**config.mk**
```make
export PLATFORM = sky130hd
export DESIGN_NAME = glitch_sweep_sequencer
export DESIGN_NICKNAME = d
export VERILOG_FILES = /design/src/rtl/glitch_pkg.sv /design/src/rtl/sweep_timer.sv /design/src/rtl/glitch_sweep_sequencer.sv
export SDC_FILE = /design/constraint.sdc
export NUM_CORES = 1
export LEC_CHECK = 0
export CAP_MARGIN = 25
export CORE_ASPECT_RATIO = 1.1
export CORE_MARGIN = 3
export CORE_UTILIZATION = 59
export DETAILED_ROUTE_END_ITERATION = 6
export PLACE_DENSITY = 0.87
export SYNTH_ARGS = -nofsm -noshare
export SYNTH_HDL_FRONTEND = slang
export SYNTH_SLANG_ARGS = --single-unit
```
**constraint.sdc**
```tcl
create_clock -name clk -period 13.21 [get_ports clk]
set_input_delay 2.642 -clock clk [delete_from_list [all_inputs] [get_ports clk]]
set_output_delay 2.642 -clock clk [all_outputs]
set_load 0.02 [all_outputs]
```
**src/rtl/glitch_pkg.sv**
```systemverilog
// Shared definitions for the glitch sweep sequencer.
//
// Contents:
//   sweep_state_t       - sequencer state encoding.
//   DELAY_W, CNT_W      - delay and hit/miss counter widths.
//   TIMER_W             - width of the shared timeout counter.
//   CLK_HZ              - system clock frequency the default timings assume.
//   *_DEF               - default ARM / WINDOW / target-reset timings.
//   sat_inc()           - saturating increment for the hit/miss counters.
package glitch_pkg;

    localparam int DELAY_W = 32;
    localparam int CNT_W   = 16;
    localparam int TIMER_W = 32;

    localparam int unsigned CLK_HZ = 48_000_000;

    // 1 s to see a trigger, 10 ms success window, 100 us target reset.
    localparam int unsigned ARM_TIMEOUT_DEF    = CLK_HZ;
    localparam int unsigned WINDOW_CYCLES_DEF  = CLK_HZ / 100;
    localparam int unsigned TGT_RST_CYCLES_DEF = CLK_HZ / 10_000;

    typedef enum logic [2:0] {
        ST_IDLE,
        ST_LOAD,
        ST_ARM,
        ST_WINDOW,
        ST_TRST,
        ST_NEXT,
        ST_DONE
    } sweep_state_t;

    function automatic logic [CNT_W-1:0] sat_inc(input logic [CNT_W-1:0] value);
        return (value == '1) ? value : value + CNT_W'(1);
    endfunction

endpackage

```
**src/rtl/sweep_timer.sv**
```systemverilog
// Loadable down-counter with a zero flag, shared by the ARM, WINDOW and
// target-reset timeouts of the sweep sequencer.
//
// Ports:
//   clk         in   system clock
//   rst         in   asynchronous active-low reset
//   load        in   load load_value this cycle (wins over counting)
//   load_value  in   value to load; the count reaches zero load_value
//                    cycles later
//   zero        out  count is zero (counter sticks at zero)
module sweep_timer
    import glitch_pkg::*;
#(
    parameter int WIDTH = TIMER_W
) (
    input  logic             clk,
    input  logic             rst,
    input  logic             load,
    input  logic [WIDTH-1:0] load_value,
    output logic             zero
);

    logic [WIDTH-1:0] count_q;
    logic [WIDTH-1:0] count_d;

    always_comb begin
        count_d = count_q;
        if (load) begin
            count_d = load_value;
        end else if (count_q != '0) begin
            count_d = count_q - WIDTH'(1);
        end
    end

    always_ff @(posedge clk or negedge rst) begin
        if (!rst) begin
            count_q <= '0;
        end else begin
            count_q <= count_d;
        end
    end

    assign zero = (count_q == '0);

endmodule

```
**src/rtl/glitch_sweep_sequencer.sv**
```systemverilog
// Glitch campaign sequencer: steps the trigger delay from sweep_start to
// sweep_end (inclusive) by sweep_step, running `repeats` attempts per delay.
// Each attempt loads the delay, arms the trigger detector, opens the success
// window after a trigger, then holds the target in reset before the next one.
//
// Optional build macro GLITCH_STOP_ON_HIT_EN: when defined, a success inside
// the window ends the sweep on the next cycle without resetting the target,
// leaving it in its glitched state for inspection.
//
// Ports:
//   clk, rst                     clock, asynchronous active-low reset
//   start                        one-cycle pulse, begins a sweep from IDLE
//   abort                        level, returns to IDLE on the next cycle
//   sweep_start/end/step,repeats sweep parameters, captured on start
//   trigger, success             detector pulses (ignored while unarmed)
//   delay, set_delay             delay value and its load strobe
//   trigger_arm, success_arm     detector arm levels
//   target_rst_n                 active-low target reset
//   busy, done                   activity level, completion pulse
//   hit, hit_delay               success pulse and the delay that produced it
//   hit_count, miss_count        saturating per-sweep counters
module glitch_sweep_sequencer
    import glitch_pkg::*;
#(
    parameter int unsigned ARM_TIMEOUT    = ARM_TIMEOUT_DEF,
    parameter int unsigned WINDOW_CYCLES  = WINDOW_CYCLES_DEF,
    parameter int unsigned TGT_RST_CYCLES = TGT_RST_CYCLES_DEF,
    parameter int unsigned REPEAT_W       = 8
) (
    input  logic                clk,
    input  logic                rst,
    input  logic                start,
    input  logic                abort,
    input  logic [DELAY_W-1:0]  sweep_start,
    input  logic [DELAY_W-1:0]  sweep_end,
    input  logic [15:0]         sweep_step,
    input  logic [REPEAT_W-1:0] repeats,
    input  logic                trigger,
    input  logic                success,
    output logic [DELAY_W-1:0]  delay,
    output logic                set_delay,
    output logic                trigger_arm,
    output logic                success_arm,
    output logic                target_rst_n,
    output logic                busy,
    output logic                done,
    output logic                hit,
    output logic [DELAY_W-1:0]  hit_delay,
    output logic [CNT_W-1:0]    hit_count,
    output logic [CNT_W-1:0]    miss_count
);

    sweep_state_t        state_q, state_d;
    logic [DELAY_W-1:0]  delay_q, delay_d;
    logic [DELAY_W-1:0]  end_q, end_d;
    logic [15:0]         step_q, step_d;
    logic [REPEAT_W-1:0] rep_q, rep_d;
    logic [REPEAT_W-1:0] rep_init_q, rep_init_d;
    logic [DELAY_W-1:0]  hit_delay_q, hit_delay_d;
    logic [CNT_W-1:0]    hit_count_q, hit_count_d;
    logic [CNT_W-1:0]    miss_count_q, miss_count_d;
    logic                set_delay_q, set_delay_d;
    logic                trigger_arm_q, trigger_arm_d;
    logic                success_arm_q, success_arm_d;
    logic                target_rst_n_q, target_rst_n_d;
    logic                busy_q, busy_d;
    logic                done_q, done_d;
    logic                hit_q, hit_d;

    logic [REPEAT_W-1:0] rep_norm;
    logic [REPEAT_W-1:0] rep_dec;
    logic [DELAY_W:0]    next_sum;
    logic                timer_load;
    logic [TIMER_W-1:0]  timer_value;
    logic                timer_zero;

    assign rep_norm = (repeats == '0) ? REPEAT_W'(1) : repeats;
    assign rep_dec  = rep_q - REPEAT_W'(1);
    // One extra bit so a step past 0xFFFFFFFF ends the sweep instead of wrapping.
    assign next_sum = {1'b0, delay_q} + {{(DELAY_W - 15){1'b0}}, step_q};

    sweep_timer #(.WIDTH(TIMER_W)) u_timer (
        .clk        (clk),
        .rst        (rst),
        .load       (timer_load),
        .load_value (timer_value),
        .zero       (timer_zero)
    );

    // Next-state logic. Timeouts are loaded with N-1 on entry so each timed
    // state lasts exactly N cycles; all outputs are registered copies of what
    // the next state implies, so they line up with the state register.
    always_comb begin
        state_d      = state_q;
        delay_d      = delay_q;
        end_d        = end_q;
        step_d       = step_q;
        rep_d        = rep_q;
        rep_init_d   = rep_init_q;
        hit_delay_d  = hit_delay_q;
        hit_count_d  = hit_count_q;
        miss_count_d = miss_count_q;
        hit_d        = 1'b0;
        timer_load   = 1'b0;
        timer_value  = '0;

        if (abort) begin
            state_d = ST_IDLE;
        end else begin
            case (state_q)
                ST_IDLE: begin
                    if (start) begin
                        end_d        = sweep_end;
                        step_d       = (sweep_step == '0) ? 16'd1 : sweep_step;
                        rep_d        = rep_norm;
                        rep_init_d   = rep_norm;
                        hit_delay_d  = '0;
                        hit_count_d  = '0;
                        miss_count_d = '0;
                        if (sweep_start > sweep_end) begin
                            state_d = ST_DONE;
                        end else begin
                            delay_d = sweep_start;
                            state_d = ST_LOAD;
                        end
                    end
                end
                ST_LOAD: begin
                    state_d     = ST_ARM;
                    timer_load  = 1'b1;
                    timer_value = TIMER_W'(ARM_TIMEOUT - 1);
                end
                ST_ARM: begin
                    if (trigger) begin
                        state_d     = ST_WINDOW;
                        timer_load  = 1'b1;
                        timer_value = TIMER_W'(WINDOW_CYCLES - 1);
                    end else if (timer_zero) begin
                        miss_count_d = sat_inc(miss_count_q);
                        state_d      = ST_TRST;
                        timer_load   = 1'b1;
                        timer_value  = TIMER_W'(TGT_RST_CYCLES - 1);
                    end
                end
                ST_WINDOW: begin
                    if (success) begin
                        hit_d       = 1'b1;
                        hit_delay_d = delay_q;
                        hit_count_d = sat_inc(hit_count_q);
                    end
`ifdef GLITCH_STOP_ON_HIT_EN
                    if (success) begin
                        state_d = ST_DONE;
                    end else if (timer_zero) begin
                        state_d     = ST_TRST;
                        timer_load  = 1'b1;
                        timer_value = TIMER_W'(TGT_RST_CYCLES - 1);
                    end
`else
                    if (timer_zero) begin
                        state_d     = ST_TRST;
                        timer_load  = 1'b1;
                        timer_value = TIMER_W'(TGT_RST_CYCLES - 1);
                    end
`endif
                end
                ST_TRST: begin
                    if (timer_zero) begin
                        state_d = ST_NEXT;
                    end
                end
                ST_NEXT: begin
                    if (rep_dec != '0) begin
                        rep_d   = rep_dec;
                        state_d = ST_LOAD;
                    end else begin
                        rep_d = rep_init_q;
                        if (next_sum[DELAY_W] || (next_sum[DELAY_W-1:0] > end_q)) begin
                            state_d = ST_DONE;
                        end else begin
                            delay_d = next_sum[DELAY_W-1:0];
                            state_d = ST_LOAD;
                        end
                    end
                end
                ST_DONE: begin
                    state_d = ST_IDLE;
                end
                default: begin
                    state_d = ST_IDLE;
                end
            endcase
        end

        set_delay_d    = (state_d == ST_LOAD);
        trigger_arm_d  = (state_d == ST_ARM);
        success_arm_d  = (state_d == ST_WINDOW);
        target_rst_n_d = (state_d != ST_TRST);
        busy_d         = !((state_d == ST_IDLE) || (state_d == ST_DONE));
        done_d         = (state_d == ST_DONE);
    end

    // State and registered outputs; everything returns to idle values on reset.
    always_ff @(posedge clk or negedge rst) begin
        if (!rst) begin
            state_q        <= ST_IDLE;
            delay_q        <= '0;
            end_q          <= '0;
            step_q         <= '0;
            rep_q          <= '0;
            rep_init_q     <= '0;
            hit_delay_q    <= '0;
            hit_count_q    <= '0;
            miss_count_q   <= '0;
            set_delay_q    <= 1'b0;
            trigger_arm_q  <= 1'b0;
            success_arm_q  <= 1'b0;
            target_rst_n_q <= 1'b1;
            busy_q         <= 1'b0;
            done_q         <= 1'b0;
            hit_q          <= 1'b0;
        end else begin
            state_q        <= state_d;
            delay_q        <= delay_d;
            end_q          <= end_d;
            step_q         <= step_d;
            rep_q          <= rep_d;
            rep_init_q     <= rep_init_d;
            hit_delay_q    <= hit_delay_d;
            hit_count_q    <= hit_count_d;
            miss_count_q   <= miss_count_d;
            set_delay_q    <= set_delay_d;
            trigger_arm_q  <= trigger_arm_d;
            success_arm_q  <= success_arm_d;
            target_rst_n_q <= target_rst_n_d;
            busy_q         <= busy_d;
            done_q         <= done_d;
            hit_q          <= hit_d;
        end
    end

    assign delay        = delay_q;
    assign set_delay    = set_delay_q;
    assign trigger_arm  = trigger_arm_q;
    assign success_arm  = success_arm_q;
    assign target_rst_n = target_rst_n_q;
    assign busy         = busy_q;
    assign done         = done_q;
    assign hit          = hit_q;
    assign hit_delay    = hit_delay_q;
    assign hit_count    = hit_count_q;
    assign miss_count   = miss_count_q;

endmodule

```
==> results of run 1 <==
[tightest hold or removal path: cells and delay by family (launching register included)]
family / cells / cell delay (ns)
flip-flops: 1 / 0.34
AND/OR/NAND/NOR: 2 / 0.11
[worst min path at each step]
stage | startpoint | to | cells past startpoint
6_report | rep_init_q[5] | rep_init_q[5] | 2
5_1_grt | hit_delay[14] | hit_delay[14] | 2
4_1_cts | rep_init_q[5] | rep_init_q[5] | 2
3_5_place_dp | rep_init_q[5] | rep_init_q[5] | 2
3_3_place_gp | rep_init_q[5] | rep_init_q[5] | 2
2_1_floorplan | rep_init_q[1] | rep_init_q[1] | 2
[power groups by stage]
stage	Sequential, mW	Clock [mW]	Combinational, mW
2_1_floorplan	0.977	0	0.832
3_3_place_gp	0.970	0	1.24
3_5_place_dp	0.976	0	1.29
4_1_cts	0.967	0.594	1.31
5_1_grt	0.994	0.625	1.47
6_report	0.975	0.588	1.33
[per-stage QoR]
| step | power (mW) | util [%] | setup slack [ns] | hold slack [ns] | area (um^2) |
|---|---|---|---|---|---|
| after floorplan | 1.809 | - | 8.332 | 0.4455 | 12130 |
| after global placement | 2.210 | 71.20 | 6.911 | 0.4581 | 14240 |
| after detailed placement | 2.269 | 71.20 | 6.831 | 0.4657 | 14240 |
| after CTS | 2.872 | 74.62 | 7.039 | 0.4806 | 14920 |
| after global routing | 3.094 | 74.91 | 6.866 | 0.4985 | 14980 |
| final | 2.894 | 74.92 | 7.179 | 0.4773 | 14980 |
[cell type report]
cell class | count | area share (%)
Tap cell | 252 | 2.104
Sequential cell | 202 | 33.74
Antenna cell | 1 | 0.01670
Clock buffer | 38 | 4.484
Inverter | 85 | 2.129
Multi-Input combinational cell | 1059 | 43.53
Timing Repair Buffer | 207 | 13.91
Clock inverter | 2 | 0.08350
[layer usage]
| metal | vias up | routed length [um] |
|---|---|---|
| met5 | - | 18 |
| met4 | 2 | 1691 |
| met3 | 134 | 3092 |
| met2 | 520 | 16140 |
| met1 | 5370 | 13290 |
| li1 | 5238 | - |
[cell usage in the layout (no fill, tap or decap), drive strengths merged, types with 12 or more instances in the layout]
cell type	Yosys	routed
a21oi	71	71
and4	12	12
clkbuf	40	39
clkdlybuf4s50	0	195
dfrtp	201	201
ha	86	86
inv	85	85
mux2i	14	14
nand2	276	276
nand3	38	38
nand4	17	17
nor2	105	105
nor3	24	24
nor4	19	19
o21ai	142	142
xnor2	51	51
xor2	36	36
[logic make-up (layout without fill, tap and decap cells)]
kind of cell	after synthesis	in the layout
and+or+nand+nor	544	544
AOI/OAI and AO/OA	326	326
other	0	1
DFF	202	202
buffers and inverters	142	332
xor gates and xnor gates	87	87
muxes	15	15
adders and majority gates	87	87
[state kept, by name (all words and copies together), names as in the netlist, 16 cells and up]
name / flops
step_q: 16
delay: 32
end_q: 32
hit_count: 16
u_timer.count_q: 32
hit_delay: 32
miss_count: 16
==> run_results.csv, run 1 <==
group,metric,value,unit
timing,fmax,165.8,MHz
drt,drt_iter0_markers,844,
synthesis,synth-xor-area-share,6.282,%
worst_setup_path,crit_cells,10,
timing,finalClockSkew,0.01951,ns
worst_setup_path,worstSetupEndpoint,"delay[3]",
final_layout,multiInputGateArea,6523,um^2
global_route,grt_pass1_vias,11427,
place,io_buffers,196,
cts,path_clk_slew,0.06,ns
worst_setup_path,worst_path_largest_cell_delay,0.71,ns
power,p_seq_share,33.7,%
worst_setup_path,end_kind,"flop",
synthesis,syn_area_per_cell,8.645,um^2
worst_setup_path,cp-start-kind,"primary input",
timing,finalHoldViolations,0,
timing,period_share,45.66,%
global_route,grt_pass1_wl,55660,um
synthesis,synth_top_family_by_area,"simple AND/OR/NAND/NOR gates",
timing,maxSlewViolCount,0,
synthesis,yosys-top-cells-count,"nand2_1, dfrtp_1, o21ai_0",
synthesis,synthAdderAreaFrac,9.037,%
cts,clockBufferDepth,3,
final_layout,register_area,5056,um^2
synthesis,synthMostInstantiatedCell,"nand2_1",
synthesis,synth_edf_count,0,
floorplan,rows,54,
cts,hold_buffers,0,
worst_setup_path,worstSetupStartpoint,"sweep_end[30]",
power,powerDensity,193.2,nW/um^2
synthesis,ys_ff_latch,202,
cts,cts.sinks,202,
drt,dr.pass1.iters,5,
worst_setup_path,r2r-end,"delay[25]",
synthesis,synth_nets,1584,
drt,num_vias,11264,
floorplan,die_y,156.4,um
final_layout,finalNonFillerCells,1846,
synthesis,synthSimpleGateAreaFrac,20.53,%
synthesis,synth_area,12130,um^2
worst_setup_path,crit_fanout,21,
final_layout,drive_gt1_share,4.394,%
global_route,use_met3,6.724,%
place,placed_cells,1802,
global_route,grt.busiest_layer,"met2",
place,hpwl,24610,um
worst_setup_path,crit_required,13.54,ns
timing,maxSlewHeadroom,38.88,%
floorplan,core-area,20000,um^2
timing,fin_tns_setup,0,ns
worst_setup_path,r2r-start,"delay[6]",
worst_setup_path,r2r_cells,18,
synthesis,yosys-top-cells-area,"dfrtp_1, ha_1, nand2_1, o21ai_0, xnor2_1",
timing,setup_viol,0,
synthesis,synthMuxAreaShare,1.248,%
synthesis,synth-async-reset-ratio,100.0,%
run_status,status,"completed",
power,p_int,1.686,mW
synthesis,synth_cell_type_count,81,
final_layout,area_growth,23.54,%
global_route,antenna_found_initial,1,
worst_setup_path,worst-path-buf-inv,2,
synthesis,synth_compound_area_share,16.52,%
power,p_sw_share,41.75,%
drt,drtAntennaViolNets,0,
cts,cts_tree,"built",
floorplan,die_width,142.7,um
synthesis,synth_top_area_share,41.47,%
synthesis,synth.yosys.seq_area_share,41.69,%
drt,avgRoutedWirePerCell,18.54,um
flow_run,cap_violations,0,
cts,clockRootBuffer,"clkbuf_16",
timing,fin_crit,6.031,ns
min_path,hold_class,"reg2reg",
power,comb_power_share,46.0,%
synthesis,syn_inst,1403,
drt,wl,34230,um
synthesis,ys.flop_type,"dfrtp_1",
timing,rsz0062_at_grt,"false",
final_layout,fillers,1434,
worst_setup_path,critical_path_class,"in2reg",
cts,post_cts_buffers,0,
floorplan,io_pins,197,
worst_setup_path,r2r_slack,7.25,ns
cts,numCtsBuffers,22,
global_route,gr-total-overflow,0,
drt,drc_errors,0,
synthesis,synth_warnings,0,
power,power_switching,1.208,mW
global_route,met2_usage,49.71,%
cts,insertion_delay,0.52,ns
place,gp_congestion,0.9142,
drt,avgViaCountPerCell,6.102,
floorplan,start_util,60.65,%
synthesis,synth_area_leader_cell,"dfrtp_1",
cts,cts-htree-levels,1,
global_route,grtUsageMet1,38.19,%
floorplan,die_area,22320,um^2
global_route,grt_max_degree,81,
worst_setup_path,crit_chain,"clkdlybuf4s50_1 > inv_1 > ha_1 > nand4_1 > nor4bb_1 > o31a_1 > o21ai_0 > o31a_1 > nand2_1 > o21ai_0",
worst_setup_path,crit_family,"simple AND/OR/NAND/NOR gates",
power,power.leakage,6.565,nW
timing,tightest_slew,0.9135,ns
cts,ctsResizeCount,0,
global_route,grt_usage,30.41,%
power,p_clk_share,20.3,%
power,peakVddDrop,0.1105,mV
worst_setup_path,crit_path_top_delay_cell,"nor4bb_1",
final_layout,nNetsFinal,1758,
worst_setup_path,arrival,6.36,ns
Note: power is estimated with default switching activity, not from simulation.
==> run 2, diff against run 1 <==
CORE_UTILIZATION = 55   (was 59)
PLACE_DENSITY = 0.82   (was 0.87)
clock period = 5.8 ns   (was 13.21 ns; I/O delays follow)
==> run 2 against run 1 <==
Net effect:
- non-clock buffer count rose by 3
- cell area is 0.90% higher
- clock power grew to 2.5 times the previous value
- sequential share of layout area fell by 0.30 points
- global-route usage shrank 2.1 points
- total power is 130% higher
- critical path type is now reg2reg
- largest power group unchanged
==> run_results.csv, run 2 (synthesized netlist as in run 1, its figures left out) <==
group,metric,value,unit
global_route,grt_pass1_wl,55900,um
place,gp_congestion,0.9641,
final_layout,finalNonFillerCells,1884,
cts,clockBufferDepth,3,
worst_setup_path,worstSetupEndpoint,"delay[23]",
timing,maxSlewHeadroom,35.43,%
global_route,grt_max_degree,115,
floorplan,core-area,21510,um^2
drt,dr.pass1.iters,7,
drt,avgViaCountPerCell,5.889,
power,power.leakage,6.621,nW
power,p_seq_share,32.8,%
timing,finalClockSkew,0.01030,ns
worst_setup_path,r2r_slack,0.44,ns
final_layout,multiInputGateArea,6534,um^2
floorplan,io_pins,197,
drt,num_vias,11094,
worst_setup_path,arrival,5.78,ns
final_layout,drive_gt1_share,5.019,%
global_route,gr-total-overflow,0,
worst_setup_path,critical_path_class,"reg2reg",
worst_setup_path,cp-start-kind,"flop",
worst_setup_path,crit_cells,19,
worst_setup_path,worst-path-buf-inv,1,
timing,maxSlewViolCount,0,
power,p_int,3.972,mW
floorplan,die_area,23870,um^2
run_status,status,"completed",
worst_setup_path,crit_family,"compound AO/OA/AOI/OAI gates",
worst_setup_path,r2r-end,"delay[23]",
min_path,hold_class,"reg2reg",
power,comb_power_share,45.0,%
flow_run,cap_violations,0,
worst_setup_path,crit_fanout,16,
global_route,grt_usage,28.33,%
power,p_sw_share,40.71,%
floorplan,die_width,147.6,um
place,hpwl,24970,um
final_layout,mostFrequentLayoutCells,"nand2_1, dfrtp_1, clkdlybuf4s50_1, o21ai_0, nor2_1",
final_layout,layout_commonest_cell,"nand2_1",
power,powerDensity,443.0,nW/um^2
cts,hold_buffers,0,
worst_setup_path,r2r-start,"delay[2]",
timing,period_share,92.35,%
worst_setup_path,worst_path_largest_cell_delay,0.50,ns
power,peakVddDrop,0.2669,mV
global_route,grt_pass1_vias,10905,
power,power_switching,2.727,mW
power,p_clk_share,22.2,%
final_layout,register_area,5056,um^2
floorplan,die_y,161.8,um
power,p_total,6.698,mW
timing,finalHoldViolations,0,
worst_setup_path,crit_required,6.22,ns
cts,cts-htree-levels,1,
cts,numCtsBuffers,22,
timing,fin_tns_setup,0,ns
cts,cts.sinks,202,
place,io_buffers,196,
cts,clockRootBuffer,"clkbuf_16",
floorplan,start_util,56.39,%
worst_setup_path,end_kind,"flop",
place,placed_cells,1845,
worst_setup_path,worstSetupStartpoint,"delay[2]",
worst_setup_path,path_common_cell,"o21ai_0",
cts,path_clk_slew,0.06,ns
cts,insertion_delay,0.50,ns
drt,avgRoutedWirePerCell,18.25,um
cts,cts_tree,"built",
worst_setup_path,r2r_cells,19,
worst_setup_path,crit_path_top_delay_cell,"o31ai_1",
timing,fmax,186.7,MHz
worst_setup_path,crit_chain,"ha_1 > o21ai_0 > nor2_1 > o21ai_0 > o31ai_1 > a31oi_2 > nor2_1 > nand2_1 > xnor2_1 > ha_1 > a21oi_1 > o21ai_0 > a221oi_1 > o21ai_0 > o2111a_1 > or2_1 > buf_4 > a211oi_1 > a2bb2oi_1",
final_layout,fillers,1689,
drt,wl,34390,um
global_route,antenna_found_initial,0,
final_layout,nNetsFinal,1761,
timing,fin_crit,5.357,ns
drt,drtAntennaViolNets,0,
timing,tightest_slew,0.9686,ns
min_path,worstHoldPathCells,2,
floorplan,rows,56,
timing,setup_viol,0,
drt,drt_iter0_markers,921,
drt,drc_errors,0,
final_layout,num_antenna_cells,0,
final_layout,area_growth,24.65,%
[run 2: cell count changes in the layout (fill, tap and decap cells not counted), sizes merged]
cell	delta
buf	+3
diode	-1
clkinvlp	-1
bufinv	+3
clkinv	+2
clkbuf	-6
[run 2: timing repair]
item | CTS | global route
buffers inserted | 0 | 0
endpoints found under the setup margin | 0 | 16
gates resized for setup | 0 | 2
hold endpoints to repair | 0 | 0
[run 2: stage by stage]
step | hold WS [ns] | setup WS, ns | area [um^2] | utilization [%]
final | 0.4782 | 0.4435 | 15120 | 70.29
after global routing | 0.4966 | -0.04353 | 15120 | 70.29
after CTS | 0.4826 | 0.4745 | 15090 | 70.14
after detailed placement | 0.4685 | 0.5298 | 14320 | 66.59
after global placement | 0.4602 | 0.7171 | 14320 | 66.59
after floorplan | 0.4455 | 1.182 | 12130 | -
[run 2: worst register-to-register path: cells and delay by family (launching register included)]
kind,cells,cell delay (ns)
compound gates,11,2.71
simple gates,4,1.02
fa+ha+maj,2,0.67
flops,1,0.42
buf+inv,1,0.31
xor+xnor,1,0.14
[run 2: final cells by class]
type,instances,area share [%]
timing repair buffer,210,13.78
clock buffer,32,4.361
inverter,85,2.110
sequential,202,33.44
tap,290,2.400
clock inverter,6,0.6951
multi-input combinational,1059,43.21
[run 2: how the worst min path moves through the flow]
stage,startpoint,end
after global placement,hit_delay[10],hit_delay[10]
after floorplan,rep_init_q[1],rep_init_q[1]
after global routing,rep_init_q[7],rep_init_q[7]
final,hit_delay[14],hit_delay[14]
after CTS,hit_delay[14],hit_delay[14]
after detailed placement,rep_init_q[5],rep_init_q[5]
[run 2: per-layer routing]
| layer | wire length (um) | share of wire, % | GRT usage (%) | up-vias |
|---|---|---|---|---|
| li1 | - | - | - | 5228 |
| met1 | 14000 | 41 | 36.43 | 5339 |
| met2 | 17040 | 50 | 49.32 | 455 |
| met3 | 2394 | 7.0 | 4.604 | 72 |
| met4 | 955 | 2.8 | 8.729 | 0 |
| met5 | 0 | 0 | 0 | - |
[run 2: power groups by stage]
| stage | Combinational (mW) | Clock, mW | Sequential [mW] |
|---|---|---|---|
| 3_3_place_gp | 2.85 | 0 | 2.19 |
| 2_1_floorplan | 1.90 | 0 | 2.23 |
| 4_1_cts | 2.97 | 1.50 | 2.18 |
| 3_5_place_dp | 2.94 | 0 | 2.20 |
| 5_1_grt | 3.33 | 1.56 | 2.24 |
| 6_report | 3.01 | 1.48 | 2.20 |
==> run 3, diff against run 2 <==
CAP_MARGIN = 40   (was 25)
CORE_MARGIN = 1   (was 3)
clock period = 5.1 ns   (was 5.8 ns; I/O delays follow)
==> run 3 against run 2 <==
Net effect:
- worst hold slack got worse by 0.0043 ns
- clock-buffer cell count is 4 lower
- sequential share of layout area decreased by 0.23 points
- first-iteration DRC count is 19% lower
- global-route usage rose by 2.6 points
- die area is 5.1% lower
- flip-flop and latch count is the same
- critical path type unchanged
- critical endpoint is now delay[18]
- largest power group unchanged
==> run_results.csv, run 3 (synthesized netlist as in run 1, its figures left out) <==
group,metric,value,unit
run_status,status,"completed",
timing,finalHoldViolations,0,
global_route,gr-total-overflow,0,
global_route,grt_pass1_wl,55260,um
timing,maxSlewViolCount,0,
power,powerDensity,499.9,nW/um^2
final_layout,final_area,15230,um^2
floorplan,start_util,56.57,%
floorplan,die_y,157.8,um
worst_setup_path,crit_required,5.53,ns
place,hpwl,24970,um
worst_setup_path,arrival,5.24,ns
floorplan,io_pins,197,
worst_setup_path,r2r_slack,0.29,ns
timing,fin_crit,4.805,ns
cts,path_clk_slew,0.06,ns
place,place_ws,0.1380,ns
timing,maxSlewHeadroom,45.74,%
floorplan,core-area,21440,um^2
cts,cts-htree-levels,1,
final_layout,nNetsFinal,1772,
final_layout,area_growth,25.53,%
flow_run,cap_violations,0,
min_path,hold_class,"in2async",
drt,num_vias,11129,
timing,tightest_slew,0.8054,ns
worst_setup_path,critical_path_class,"reg2reg",
place,gp_congestion,0.9409,
place,place_area,14470,um^2
final_layout,layout_commonest_cell,"nand2_1",
floorplan,die_area,22650,um^2
timing,period_share,94.23,%
worst_setup_path,crit_fanout,16,
timing,fmax,208.1,MHz
cts,numCtsBuffers,22,
worst_setup_path,r2r-start,"delay[0]",
drt,avgViaCountPerCell,5.870,
drt,drc_errors,0,
global_route,grt_max_degree,78,
timing,setup_ws,0.2945,ns
power,power.leakage,6.670,nW
worst_setup_path,crit_chain,"ha_1 > inv_1 > fa_1 > nor2b_2 > o31a_1 > o21a_2 > o21ai_1 > o21bai_1 > xor2_1 > ha_1 > nand4_1 > nor2_1 > a221o_1 > a211o_1 > o2111a_1 > or2_4 > buf_4 > a211oi_1 > a2bb2oi_1",
drt,drtAntennaViolNets,0,
worst_setup_path,crit_path_top_delay_cell,"dfrtp_1",
place,placed_cells,1857,
drt,avgRoutedWirePerCell,17.91,um
global_route,antenna_found_initial,0,
timing,setup_viol,0,
cts,clockRootBuffer,"clkbuf_16",
power,peakVddDrop,0.3086,mV
worst_setup_path,cp-start-kind,"flop",
floorplan,rows,56,
final_layout,fillers,1660,
global_route,grt_pass1_vias,10896,
worst_setup_path,worstSetupStartpoint,"delay[0]",
cts,clockBufferDepth,3,
worst_setup_path,r2r_cells,19,
worst_setup_path,worst_path_largest_cell_delay,0.42,ns
drt,wl,33970,um
cts,insertion_delay,0.52,ns
worst_setup_path,r2r-end,"delay[18]",
drt,drt_iter0_markers,745,
timing,fin_tns_setup,0,ns
final_layout,mostFrequentLayoutCells,"nand2_1, dfrtp_1, clkdlybuf4s50_1, o21ai_0, nor2_1",
cts,cts_tree,"built",
final_layout,drive_gt1_share,6.413,%
final_layout,num_antenna_cells,0,
drt,dr.pass1.iters,7,
timing,finalClockSkew,0.01815,ns
floorplan,die_width,143.6,um
worst_setup_path,path_common_cell,"ha_1",
cts,cts.sinks,202,
timing,rsz0062_at_grt,"false",
worst_setup_path,end_kind,"flop",
global_route,grt_usage,30.92,%
final_layout,finalNonFillerCells,1896,
place,io_buffers,196,
-- run 3: how the worst max path moves through the flow --
stage,end,slack (ns),depth (start not counted)
6_report,delay[18],0.29,19
5_1_grt,delay[31],0.02,19
4_1_cts,delay[23],0.1,20
3_5_place_dp,delay[23],0.14,20
3_3_place_gp,delay[19],0.36,18
2_1_floorplan,delay[6],0.48,20
-- run 3: where the power goes --
group | total, mW | internal (mW) | switching, mW
Combinational | 3.55 | 1.51 | 2.04
Sequential | 2.49 | 2.03 | 0.468
Clock | 1.56 | 0.901 | 0.663
Total | 7.61 | 4.44 | 3.17
-- run 3: area by class of cell --
type | count | area (um^2) | share of cell area, %
well taps | 290 | 362.8 | 2.383
clock inverters | 11 | 85.08 | 0.5588
clock buffers | 28 | 614.3 | 4.035
multi-input cells | 1059 | 6575 | 43.18
inverters | 85 | 319.1 | 2.095
flip-flops and latches | 202 | 5056 | 33.21
repair buffers | 221 | 2213 | 14.54
-- run 3: per-layer routing --
metal / wire [um] / GRT usage (%) / vias up
li1: - / - / 5253
met1: 13850 / 39.31 / 5338
met2: 16040 / 51.25 / 436
met3: 2625 / 5.747 / 102
met4: 1444 / 13.83 / 0
met5: 0 / 0 / -
-- run 3: critical path, delay by kind of cell (launching register included) --
kind | cells | cell delay [ns]
buffers and inverters | 2 | 0.30
flip-flops | 1 | 0.42
XOR/XNOR | 1 | 0.25
AO/OA/AOI/OAI | 9 | 2.31
AND/OR/NAND/NOR | 4 | 0.64
adder cells (fa/ha/maj) | 3 | 0.81
-- run 3: timing repair --
| item | 4_1_cts | 5_1_grt |
|---|---|---|
| setup endpoints to repair | 0 | 35 |
| hold buffers | 0 | 0 |
| buffers inserted | 0 | 0 |
| resized for setup | 0 | 14 |
-- run 3: metrics by stage --
step	hold slack [ns]	power, mW	utilization (%)
finish	0.4738	7.612	71.01
global route	0.4988	8.117	71.01
CTS	0.4793	7.561	70.77
detailed placement	0.4643	5.951	67.51
global placement	0.4596	5.793	67.18
floorplan	0.4455	4.687	-
==> RTL change (flow settings as in run 1) <==
The 7 states of `sweep_state_t` get a one-hot encoding in 7 bits.
--- a/src/rtl/glitch_pkg.sv
+++ b/src/rtl/glitch_pkg.sv
@@ -20,14 +20,14 @@
     localparam int unsigned WINDOW_CYCLES_DEF  = CLK_HZ / 100;
     localparam int unsigned TGT_RST_CYCLES_DEF = CLK_HZ / 10_000;
 
-    typedef enum logic [2:0] {
-        ST_IDLE,
-        ST_LOAD,
-        ST_ARM,
-        ST_WINDOW,
-        ST_TRST,
-        ST_NEXT,
-        ST_DONE
+    typedef enum logic [6:0] {
+        ST_IDLE   = 7'b0000001,
+        ST_LOAD   = 7'b0000010,
+        ST_ARM    = 7'b0000100,
+        ST_WINDOW = 7'b0001000,
+        ST_TRST   = 7'b0010000,
+        ST_NEXT   = 7'b0100000,
+        ST_DONE   = 7'b1000000
     } sweep_state_t;
 
     function automatic logic [CNT_W-1:0] sat_inc(input logic [CNT_W-1:0] value);
Function: same outputs for any inputs over 4 cycles, from zero or initial values and one cycle with rst low; so few cycles prove little.
==> RTL change against run 1 <==
  * Final cell count rose by 2.1%
  * Largest cell class unchanged
  * Count of clock-buffer cells in the layout down 3
  * Clock skew fell by 0.0036 ns
  * Worst setup slack lost 0.056 ns
  * Routed wire length is essentially flat
  * Hold slack got worse by 0.0049 ns
  * Critical endpoint is now delay[7]
  * Sequential power is 5.0% lower
  * Utilization is 0.29 points lower
  * Synthesized area is 2.6% higher
  * Non-clock buffer count is 3 lower
  * Total power shrank 6.9%
  * Register-to-register slack lost 0.13 ns
  * Sequential cell count up 4
  * Cell area grew 2.8%
==> RTL change: results (changes against run 1) <==
Non-clk bufs 204 (-1.4%); Mapped Nets 1,627 (+2.7%); status completed; Hold Path Class flop to flop; # fillers 1,461 (+1.9%); crit-path max FO 19 (-9.5%); hold path startpoint rep_init_q[5]; sequential fraction of the synthesis area 41.4% (-0.24 points); power density over the cells 175 nW/µm² (-9.4%); NetSw 1030 µW (-14%); Routed WL 34.2 mm (about the same); IR Drop Worst-Case VDD 0.103 mV (-6.4%); ClkCell Share 5.47% (+0.91 points); top cells by count, synth nand2_1 (275), dfrtp_1 (204), o21ai_0 (144), inv_1 (89), ha_1 (86); GP Congestion 0.934 (+2.2%); CLK BUF 35 (-7.9%); 1st-iter DRT viols 914 (+8.3%); #MultiIn Comb 1,085 (+2.5%); Vias per Instance 6.03 (-1.2%); Layout Skew 0.0159 ns (-0.00359 ns); Clock net power 700 µW (+19%); top post-synthesis cells by area dfrtp_1 (41%), ha_1 (8.6%), nand2_1 (8.3%), o21ai_0 (5.8%), a21oi_1 (3.1%); sequential power 926 µW (-5.0%); Leak 0.00678 µW (+3.2%); largest net degree at the start of global routing 134 (+65%); CP arrival 6.48 ns (+0.12 ns); Final Hold Slack 0.472 ns (-0.00493 ns); placed wire-length estimate 24.3 mm (-1.1%); GRT Util Overall 30.0% (-0.40 points); n_diodes 0 (-1); initial antenna violation count 0 (-1); final non-filler cell total 1,884 (+2.1%); reg2reg start delay[0]; placed cell area 14,500 µm² (+2.1%); P&R area growth vs syn 23.8%; global-route wire length before repair 56.0 mm (+0.66%); Sequential Area 5160 µm² (+2.0%); Final #Nets 1,791 (+1.9%); vias in the first global route 11,200 (-2.0%); layout cells sized above 1 5.90% (+1.5 points); post-synth cell types 68 (-16%); syn avg cell area 8.61 µm² (-0.45%); invs w/o clock 89 (+4.7%); Non-Clock Buffer Area Fraction 13.4% (-0.50 points); reg-to-reg endpoint delay[7]; multi-input combinational area share 43.4% (-0.13 points); DR pass1 iterations 6 (+1); pre-CTS setup slack 6.93 ns (+0.0962 ns); pin slew with the least headroom to its limit 0.942 ns (+0.0281 ns); row cnt 55 (+1.9%); Yosys reg bits 206 (+2.0%); CTS Buf Count 24 (+9.1%)
RTL change: cell types whose count changed after synthesis, moves of 6 or more:
| cell | delta |
|---|---|
| nor3_1 | +8 |
| xnor2_1 | -7 |
| and2_1 | +10 |
| nor2_1 | -26 |
| mux2_2 | +18 |
| nand4_1 | +16 |
| nand2b_1 | +14 |
| xor2_1 | -6 |
| and4_1 | -10 |
| a21oi_1 | +10 |
| clkbuf_1 | +12 |
| and3_1 | +9 |
RTL change: cells by family after synthesis:
group                      synth area share (%)
AOI/OAI and AO/OA                          15.1
xor gates and xnor gates                   5.21
adders and majority gates                  8.81
buffers and inverters                      4.90
DFF                                        41.4
muxes                                      2.44
and+or+nand+nor                            22.1
RTL change: worst max-delay path by stage:
stage	startpoint	end	slack, ns
3_5_place_dp	sweep_end[7]	delay[7]	6.93
6_report	delay[0]	delay[7]	7.12
2_1_floorplan	sweep_end[29]	delay[0]	7.97
3_3_place_gp	sweep_start[29]	delay[7]	7.09
4_1_cts	delay[0]	delay[7]	7.31
5_1_grt	delay[0]	delay[5]	6.98
RTL change: layer usage:
metal / share of wire (%) / track usage, %
met4: 4.3 / 11.8
met1: 40 / 39.0
met3: 7.0 / 4.87
met5: 0 / 0
met2: 48 / 50.5
RTL change: critical path: stages (launching register included):
cell	delay, ns
dfrtp_1	0.48
ha_1	0.26
inv_1	0.07
fa_1	0.39
nand2b_1	0.18
a21oi_1	0.17
nor2_1	0.11
o41ai_1	0.65
a21boi_0	0.25
xnor2_1	0.28
ha_1	0.31
nand4_1	0.19
nor2_1	0.07
a221oi_1	0.33
a31oi_1	0.13
a21oi_1	0.54
nand2_2	0.38
a21oi_4	0.73
mux2_2	0.42
